File: config.mk
export PLATFORM = sky130hd
export DESIGN_NAME = i2c_write_sequencer
export DESIGN_NICKNAME = d
export VERILOG_FILES = /design/src/rtl/i2c_write_sequencer_pkg.sv /design/src/rtl/i2c_phase_timer.sv /design/src/rtl/i2c_write_sequencer.sv
export SDC_FILE = /design/constraint.sdc
export NUM_CORES = 1
export LEC_CHECK = 0
export CAP_MARGIN = 20
export CORE_MARGIN = 5
export CORE_UTILIZATION = 46
export DETAILED_ROUTE_END_ITERATION = 12
export GPL_ROUTABILITY_DRIVEN = 0
export PLACE_DENSITY_LB_ADDON = 0.08
export SETUP_SLACK_MARGIN = 0.02
export SLEW_MARGIN = 20
export SYNTH_ARGS = -nofsm -noshare
export SYNTH_HDL_FRONTEND = slang
export SYNTH_HIERARCHICAL = 1
export SYNTH_SLANG_ARGS = --single-unit
File: constraint.sdc
create_clock -name i_clk -period 3.7 [get_ports i_clk]
set_input_delay 0.37 -clock i_clk [delete_from_list [all_inputs] [get_ports i_clk]]
set_output_delay 0.37 -clock i_clk [all_outputs]
set_load 0.1 [all_outputs]
File: src/rtl/i2c_write_sequencer_pkg.sv
// Shared definitions for the I2C write sequencer: one-hot state map,
// default phase lengths and the address-byte helper.
package i2c_write_sequencer_pkg;

  localparam int ACK_CYCLES_DEF = 4;
  localparam int TIMEOUT_DEF    = 255;
  localparam int TMR_W          = 8;

  localparam int S_IDLE      = 0;
  localparam int S_LOAD_ADDR = 1;
  localparam int S_SEND      = 2;
  localparam int S_ACK       = 3;
  localparam int S_FETCH     = 4;
  localparam int S_LOAD_DATA = 5;
  localparam int S_STOP      = 6;
  localparam int S_FINISH    = 7;
  localparam int NUM_STATES  = 8;

  typedef enum logic [NUM_STATES-1:0] {
    ST_IDLE      = 8'(1 << S_IDLE),
    ST_LOAD_ADDR = 8'(1 << S_LOAD_ADDR),
    ST_SEND      = 8'(1 << S_SEND),
    ST_ACK       = 8'(1 << S_ACK),
    ST_FETCH     = 8'(1 << S_FETCH),
    ST_LOAD_DATA = 8'(1 << S_LOAD_DATA),
    ST_STOP      = 8'(1 << S_STOP),
    ST_FINISH    = 8'(1 << S_FINISH)
  } state_t;

  // Address byte on the wire: 7-bit address followed by the write bit (0).
  function automatic logic [7:0] addr_write_byte(input logic [6:0] addr);
    return {addr, 1'b0};
  endfunction

endpackage

File: src/rtl/i2c_phase_timer.sv
// Shared up-counter for the SEND timeout and the ACK phase length.
// Cleared by load, counts while enabled, flags the last cycle of the phase.
module i2c_phase_timer
  import i2c_write_sequencer_pkg::*;
#(
  parameter int W = TMR_W
) (
  input  logic         i_clk,
  input  logic         i_rst_n,
  input  logic         i_load,
  input  logic         i_en,
  input  logic [W-1:0] i_limit,
  output logic         o_tc
);

  logic [W-1:0] r_cnt;
  logic [W-1:0] w_last;

  assign w_last = i_limit - 1'b1;
  assign o_tc   = i_en && (r_cnt == w_last);

  // Holds at the terminal value so a stalled enable can never wrap.
  always_ff @(posedge i_clk) begin
    if (!i_rst_n) begin
      r_cnt <= '0;
    end else if (i_load) begin
      r_cnt <= '0;
    end else if (i_en && !o_tc) begin
      r_cnt <= r_cnt + 1'b1;
    end
  end

endmodule

File: src/rtl/i2c_write_sequencer.sv
// Sequences one I2C write transaction: address byte, CMD_LEN data bytes,
// per-byte ACK check, timeout on the byte writer, then STOP and DONE.
module i2c_write_sequencer
  import i2c_write_sequencer_pkg::*;
#(
  parameter int ACK_CYCLES = ACK_CYCLES_DEF,
  parameter int TIMEOUT    = TIMEOUT_DEF
) (
  input  logic       i_clk,
  input  logic       i_rst_n,
  input  logic       i_cmd_valid,
  output logic       o_cmd_ready,
  input  logic [6:0] i_cmd_addr,
  input  logic [3:0] i_cmd_len,
  input  logic [7:0] i_wr_data,
  output logic       o_wr_data_req,
  output logic       o_byte_start,
  output logic [7:0] o_byte_din,
  input  logic       i_byte_done,
  input  logic       i_ack_in,
  output logic       o_stop_pulse,
  output logic       o_done,
  output logic       o_nack_err,
  output logic       o_timeout_err,
  output logic [3:0] o_bytes_sent
);

  state_t           r_state;
  logic             r_cmd_ready;
  logic             r_wr_data_req;
  logic             r_byte_start;
  logic [7:0]       r_byte_din;
  logic             r_stop_pulse;
  logic             r_done;
  logic             r_nack_err;
  logic             r_timeout_err;
  logic [3:0]       r_bytes_sent;
  logic [3:0]       r_remaining;
  logic             r_is_data;

  logic             w_tmr_load;
  logic             w_tmr_en;
  logic             w_tmr_tc;
  logic [TMR_W-1:0] w_tmr_limit;

  // One counter serves both phases; the limit follows the current state.
  assign w_tmr_load  = r_byte_start || ((r_state == ST_SEND) && i_byte_done);
  assign w_tmr_en    = (r_state == ST_SEND) || (r_state == ST_ACK);
  assign w_tmr_limit = (r_state == ST_ACK) ? TMR_W'(ACK_CYCLES) : TMR_W'(TIMEOUT);

  i2c_phase_timer #(
    .W (TMR_W)
  ) u_phase_timer (
    .i_clk   (i_clk),
    .i_rst_n (i_rst_n),
    .i_load  (w_tmr_load),
    .i_en    (w_tmr_en),
    .i_limit (w_tmr_limit),
    .o_tc    (w_tmr_tc)
  );

  always_ff @(posedge i_clk) begin
    if (!i_rst_n) begin
      r_state       <= ST_IDLE;
      r_cmd_ready   <= 1'b1;
      r_wr_data_req <= 1'b0;
      r_byte_start  <= 1'b0;
      r_byte_din    <= '0;
      r_stop_pulse  <= 1'b0;
      r_done        <= 1'b0;
      r_nack_err    <= 1'b0;
      r_timeout_err <= 1'b0;
      r_bytes_sent  <= '0;
      r_remaining   <= '0;
      r_is_data     <= 1'b0;
    end else begin
      r_cmd_ready   <= 1'b0;
      r_wr_data_req <= 1'b0;
      r_byte_start  <= 1'b0;
      r_stop_pulse  <= 1'b0;
      r_done        <= 1'b0;
      r_nack_err    <= 1'b0;
      r_timeout_err <= 1'b0;

      case (r_state)
        ST_IDLE: begin
          if (i_cmd_valid) begin
            r_remaining  <= i_cmd_len;
            r_bytes_sent <= '0;
            r_is_data    <= 1'b0;
            r_byte_din   <= addr_write_byte(i_cmd_addr);
            r_byte_start <= 1'b1;
            r_state      <= ST_LOAD_ADDR;
          end else begin
            r_cmd_ready <= 1'b1;
          end
        end

        ST_LOAD_ADDR: r_state <= ST_SEND;

        // BYTE_DONE is checked first so it wins over a coincident timeout.
        ST_SEND: begin
          if (i_byte_done) begin
            r_state <= ST_ACK;
          end else if (w_tmr_tc) begin
            r_stop_pulse  <= 1'b1;
            r_timeout_err <= 1'b1;
            r_state       <= ST_STOP;
          end
        end

        ST_ACK: begin
          if (w_tmr_tc) begin
            if (i_ack_in) begin
              r_stop_pulse <= 1'b1;
              r_nack_err   <= 1'b1;
              r_state      <= ST_STOP;
            end else begin
              if (r_is_data) begin
                r_bytes_sent <= r_bytes_sent + 4'd1;
              end
              if (r_remaining != 4'd0) begin
                r_remaining   <= r_remaining - 4'd1;
                r_wr_data_req <= 1'b1;
                r_state       <= ST_FETCH;
              end else begin
                r_stop_pulse <= 1'b1;
                r_state      <= ST_STOP;
              end
            end
          end
        end

        // The host buffer is show-ahead: WR_DATA is valid alongside the pop.
        ST_FETCH: begin
          r_byte_din   <= i_wr_data;
          r_byte_start <= 1'b1;
          r_is_data    <= 1'b1;
          r_state      <= ST_LOAD_DATA;
        end

        ST_LOAD_DATA: r_state <= ST_SEND;

        ST_STOP: begin
          r_done  <= 1'b1;
          r_state <= ST_FINISH;
        end

        ST_FINISH: begin
          r_cmd_ready <= 1'b1;
          r_state     <= ST_IDLE;
        end

        default: begin
          r_cmd_ready <= 1'b1;
          r_state     <= ST_IDLE;
        end
      endcase
    end
  end

  assign o_cmd_ready   = r_cmd_ready;
  assign o_wr_data_req = r_wr_data_req;
  assign o_byte_start  = r_byte_start;
  assign o_byte_din    = r_byte_din;
  assign o_stop_pulse  = r_stop_pulse;
  assign o_done        = r_done;
  assign o_nack_err    = r_nack_err;
  assign o_timeout_err = r_timeout_err;
  assign o_bytes_sent  = r_bytes_sent;

endmodule

# Word-level counts from Yosys, hierarchy flattened
# Cells that the tools add are included.
[totals]
word_cells = 88
out_inout_bits = 19
register_bits = 40
in_bits = 24
[op_classes]
muxes = 35
addsub = 4
reduce_logical = 19
n_eq_ne = 14
n_bitwise = 3
[ops]
columns = ["cell", "count"]
rows = [
  ["8-bit 2-to-1 mux", 6],
  ["8-bit case mux with 6 select lines", 1],
  ["4-bit 2-to-1 mux", 8],
  ["4-bit case mux with 2 select lines", 2],
  ["8-bit case mux with 2 select lines", 1],
  ["7-bit 2-to-1 mux", 2],
  ["1-bit 2-to-1 mux", 11],
  ["5-bit AND reduction", 2],
  ["8-bit by 1-bit adder with 8-bit output (second input constant)", 1],
  ["8-bit by 1-bit equality test with 1-bit output (second input constant)", 1],
  ["8-bit by 2-bit equality test with 1-bit output (second input constant)", 1],
  ["8-bit by 3-bit equality test with 1-bit output (second input constant)", 1],
  ["8-bit by 4-bit equality test with 1-bit output (second input constant)", 1],
  ["8-bit by 5-bit equality test with 1-bit output (second input constant)", 1],
  ["8-bit by 6-bit equality test with 1-bit output (second input constant)", 1],
  ["8-bit by 7-bit equality test with 1-bit output (second input constant)", 1],
  ["8-bit equality test", 1],
  ["1-bit case mux with 2 select lines", 4],
  ["8-bit by 1-bit subtractor with 8-bit output (second input constant)", 1],
  ["2-bit != test (second input constant)", 3],
  ["3-bit AND reduction", 2],
  ["6-bit OR reduction", 1],
  ["4-bit by 1-bit adder with 4-bit output (second input constant)", 1],
  ["2-bit by 1-bit != test with 1-bit output (second input constant)", 2],
  ["11 further kinds", 19],
]

# Longest topological paths before layout
[depth]
ltp_word = 8
mapped_depth = 18
ltp_nobuf = 14

# Modules after synthesis
# The synthesis kept the hierarchy.
[by_module_without_submodules]
columns = ["module", "area_each_um2", "cells_per_inst", "n_inst", "seq_area_each_um2"]
rows = [
  ["i2c_write_sequencer", 1503.9, 180, 1, 640.6],
  ["i2c_phase_timer", 675.6, 85, 1, 160.2],
]

# Worst setup path before layout
# OpenSTA, ideal clock, no wires.
[synth_path]
kind = "flip-flop to flip-flop"
start = "register r_state[4]"
end = "register r_remaining[0]"
setup_ns = 0.132
path_slack_ns = -0.313
required_ns = 3.568
period_less_slack_ns = 4.013
n_path_buf = 3
path_stages_with_launch = 17
t_arrival_ns = 3.881
cell_sequence = "dfxtp_1 > buf_6 > or4b_4 > buf_6 > nor2_4 > inv_2 > inv_1 > ha_1 > buf_2 > xnor2_1 > o221ai_1 > a211oi_4 > and3_1 > or2b_2 > or4_4 > a221oi_1 > nor3_1"
[synth_between]
elab_chain_cells = 7
word_cells_on_any_way = 15
classes_between = "add/sub (1); eq/ne (8); mux (2); reduce/logical (4)"
[synth_rtl]
columns = ["item", "line", "text"]
rows = [
  ["start, declared", "i2c_write_sequencer.sv:28", "state_t r_state;"],
  ["start signal, assigned", "i2c_write_sequencer.sv:64", "r_state <= ST_IDLE;"],
  ["start signal, assigned", "i2c_write_sequencer.sv:93", "r_state <= ST_LOAD_ADDR;"],
  ["start signal, assigned", "i2c_write_sequencer.sv:99", "ST_LOAD_ADDR: r_state <= ST_SEND;"],
  ["8-bit by 4-bit equality test with 1-bit output", "i2c_write_sequencer.sv:49", "assign w_tmr_limit = (r_state == ST_ACK) ? TMR_W'(ACK_CYCLES) : TMR_W'(TIMEOUT);"],
  ["8-bit 2-to-1 mux", "i2c_write_sequencer.sv:49", ""],
  ["net w_tmr_limit[0]", "i2c_write_sequencer.sv:44", "logic [TMR_W-1:0] w_tmr_limit;"],
  ["8-bit by 1-bit subtractor with 8-bit output", "i2c_phase_timer.sv:19", "assign w_last = i_limit - 1'b1;"],
  ["8-bit equality test", "i2c_phase_timer.sv:20", "assign o_tc = i_en && (r_cnt == w_last);"],
  ["1-bit logical AND", "i2c_phase_timer.sv:20", ""],
  ["net w_tmr_tc", "i2c_write_sequencer.sv:43", "logic w_tmr_tc;"],
  ["2-bit by 1-bit != test with 1-bit output (no line)", "--", ""],
  ["5-bit AND reduction (no line)", "--", ""],
  ["end signal, assigned", "i2c_write_sequencer.sv:88", "r_remaining <= i_cmd_len;"],
  ["end signal, assigned", "i2c_write_sequencer.sv:123", "r_remaining <= r_remaining - 4'd1;"],
  ["end, declared", "i2c_write_sequencer.sv:38", "logic [3:0] r_remaining;"],
]
# The timed path passes the listed nets, and every way through them passes these cells.
# A chain may end at the register's enable or synchronous reset.

# Worst setup path in the final report
[layout_path]
start = "register r_state[5]"
end = "register r_remaining[0]"
# Same word-level chain as after synthesis.

==> impl_results.md <==
* Run status: finished clean
* Final hold viol count at 0
* Clock Skew at 0.00818 ns
* Commonest cells in the synthesized netlist: dfxtp_1, nand2_1, nor2_1
* Synthesized area at 2180 sq um
* Worst path required time at 3.86 ns
* RSZ-0062 raised after global routing: no
* Core area at 4660 sq um
* Ys flop type: dfxtp_1
* Clock tree from TritonCTS: yes
* R2R depth at 13
* R2r setup slk at 0.14 ns
* CP Class: flop to flop
* Grt ovf at 0
* DR iter-0 viols at 182
* Total wire length at 5260 microns
* Row cnt at 25
* Vias at 2,075
* Rel. slew slack at 0.338
* Fmax at 281 MHz
* CP Capture Type: flop
* Antenna diodes at 0
* Final Max Tran Viols at 0
* Die Wd at 78.8 microns
* Worst r2r src: r_state[5]$_SDFFE_PN0P_
* Cells after Synth at 265
* Wire length per cell at 14.1 microns
* Yosys warnings at 6
* Share of layout cells above drive strength 1 at 0.125
* NumNets Final at 347
* Period utilization at 0.963
* Die area at 6210 sq um
* Critical path arrival at 3.73 ns
* Slowest cell delay on critical path at 0.58 ns
* Sequential area share after synthesis at 0.367
* Footprint of the multi-input gates at 1350 sq um
* Setup TNS at 0 ns
* Ys async rst share at 0
* EDFF count, synth at 0
* Initial Utilization at 0.468
* First drt pass iteration count at 4
* Critical path startpoint category: flop
* Cell Chain, Critical Path: or4_4 > nor2_4 > inv_8 > inv_4 > ha_4 > xnor2_2 > o221ai_2 > a211oi_4 > and3_4 > or2b_4 > or4_4 > a221oi_2 > nor3_1
* Largest net degree at the start of global routing at 20
* Highest-delay cell along the critical path: or4_4
* Yosys reg bits at 40
* Remaining DRCs at 0
* Htree depth at 2
* Worst-path fanout max at 17
* PwrDens at 355 nW/um^2
* Measured slew at the worst slew-check pin at 0.989 ns
* WL met3 at 227 microns
* Top post-synthesis cells by area: dfxtp_1, nand2_1, xnor2_1
* WHS Endpoint: r_is_data$_SDFFE_PN0P_
* Met1 wire length at 2600 microns
* Fin util at 0.618
* Avg Cell Area, Syn at 8.22 sq um
* Hold Path Stages at 2
* Total CTS buffers at 5
* Post-DP HPWL at 3830 microns
* Final-report setup violation count at 0
* Reg area at 805 sq um
* First-pass GRT wire length at 8750 microns
* HP Start: r_is_data$_SDFFE_PN0P_
* Area growth syn-to-layout at 32.2%
* CTS max path bufs at 2
* Crit path buf inv count at 2
* Sink Count at 40
* Vias in the first global route at 1,893
* Root Driver: clkbuf_8
* Initial antenna violation count at 0
* Max VDD drop at 0.216 mV
* RR Endpoint: r_remaining[0]$_SDFFE_PN0P_
* Final antenna-violating net count at 0
* Unique cell type count in the Yosys netlist at 57
* Top sig layer: met4
* Post-layout min period at 3.56 ns
* Post-DR vias/cell at 5.55
* Clock transition at the registers of the reported paths at 0.08 ns
* Post-synth top area share at 0.367
* Met2 wire len at 2340 microns
* Die height at 78.8 microns
* Fill cells at 423
* Leakage power at 1.06 nW
* CP most frequent cell: or4_4
* IO buf count at 42
* Hold crit path type: flop to flop
* Overall Global Routing Usage at 0.176
* I/O pin total at 43
* Cell type with the largest total area after synthesis: dfxtp_1
* Max Cap Viol at 0
* Skew-Pair Late Insertion Delay at 0.30 ns
* Top-count cell post-synth: dfxtp_1
* Kind of cell adding the most delay to the critical path: simple AND/OR/NAND/NOR gates
==> how the worst max path moves through the flow <==
stage,startpoint,to,slack [ns],cells after the start
after floorplan,r_state[4]$_SDFFE_PN0P_,r_remaining[0]$_SDFFE_PN0P_,0.04,15
after global placement,r_state[2]$_SDFFE_PN0P_,r_remaining[0]$_SDFFE_PN0P_,0.19,13
after detailed placement,r_state[2]$_SDFFE_PN0P_,r_remaining[0]$_SDFFE_PN0P_,0.11,13
after CTS,r_state[5]$_SDFFE_PN0P_,r_remaining[0]$_SDFFE_PN0P_,0.08,13
after global routing,r_state[5]$_SDFFE_PN0P_,r_remaining[0]$_SDFFE_PN0P_,0.02,13
final,r_state[5]$_SDFFE_PN0P_,r_remaining[0]$_SDFFE_PN0P_,0.14,13
==> sequential cells by signal (all words and copies together), names as in the netlist, 4 cells and up <==
| register | cells |
|---|---|
| r_state | 8 |
| u_phase_timer/r_cnt | 8 |
| r_remaining | 4 |
| o_bytes_sent | 4 |
| o_byte_din | 8 |
==> layout make-up <==
class | count | share of cell area
clock buffer | 5 | 0.0239
clock inverter | 3 | 0.0148
inverter | 10 | 0.0174
multi-input combinational | 209 | 0.467
sequential | 40 | 0.279
tap | 54 | 0.0234
timing repair buffer | 53 | 0.175
==> kinds of logic after synthesis <==
| family | synth area share |
|---|---|
| other | 0.00172 |
| xor gates and xnor gates | 0.0763 |
| and+or+nand+nor | 0.292 |
| buffers and inverters | 0.0442 |
| adders and majority gates | 0.0230 |
| AOI/OAI and AO/OA | 0.196 |
| DFF | 0.367 |
==> where the power goes <==
part | leakage (nW) | switching (mW) | internal, mW
registers | 0.325 | 0.0128 | 0.446
clock network | 0.0541 | 0.155 | 0.200
logic | 0.684 | 0.134 | 0.0736
total | 1.06 | 0.302 | 0.719
==> cell usage in the layout (no fill, tap or decap), types with 9 or more instances in the layout <==
cell type	count
a21oi_1	13
a31oi_1	9
buf_4	11
clkdlybuf4s50_1	42
dfxtp_1	37
nand2_1	35
nor2_1	16
nor3_1	9
o21ai_0	12
xnor2_1	10
==> worst register-to-register path, cell delays in order (launching register included) <==
cell and delay [ns]:
dfxtp_2 0.36, or4_4 0.58, nor2_4 0.20, inv_8 0.09, inv_4 0.07, ha_4 0.18, xnor2_2 0.13, o221ai_2 0.15
a211oi_4 0.27, and3_4 0.25, or2b_4 0.30, or4_4 0.55, a221oi_2 0.24, nor3_1 0.07
==> stage by stage <==
stage                     setup slack [ns]  total power, mW  cell area (sq um)  instances  hold WS, ns
after floorplan                     0.0373            0.604               2260        270        0.432
after global placement               0.190            0.672               2750        364        0.448
after detailed placement             0.107            0.673               2750        364        0.452
after CTS                           0.0789             1.03               2860        372        0.476
after global routing                0.0203             1.07               2880        374        0.491
final                                0.136             1.02               2880        374        0.471
==> per-layer routing <==
metal  vias to the layer above  track usage
met4                         0       0.0567
met5                         -            0
li1                       1061            -
met1                       956        0.236
met2                        49        0.283
met3                         9       0.0385
==> repair_timing <==
| action | 4_1_cts | 5_1_grt |
|---|---|---|
| setup buffers | 0 | 2 |
| gates resized for setup | 0 | 4 |
| hold buffers | 0 | 0 |
| endpoints found under the hold margin | 0 | 0 |
| endpoints found under the setup margin | 0 | 3 |
Power figures use the tool's default switching activity.
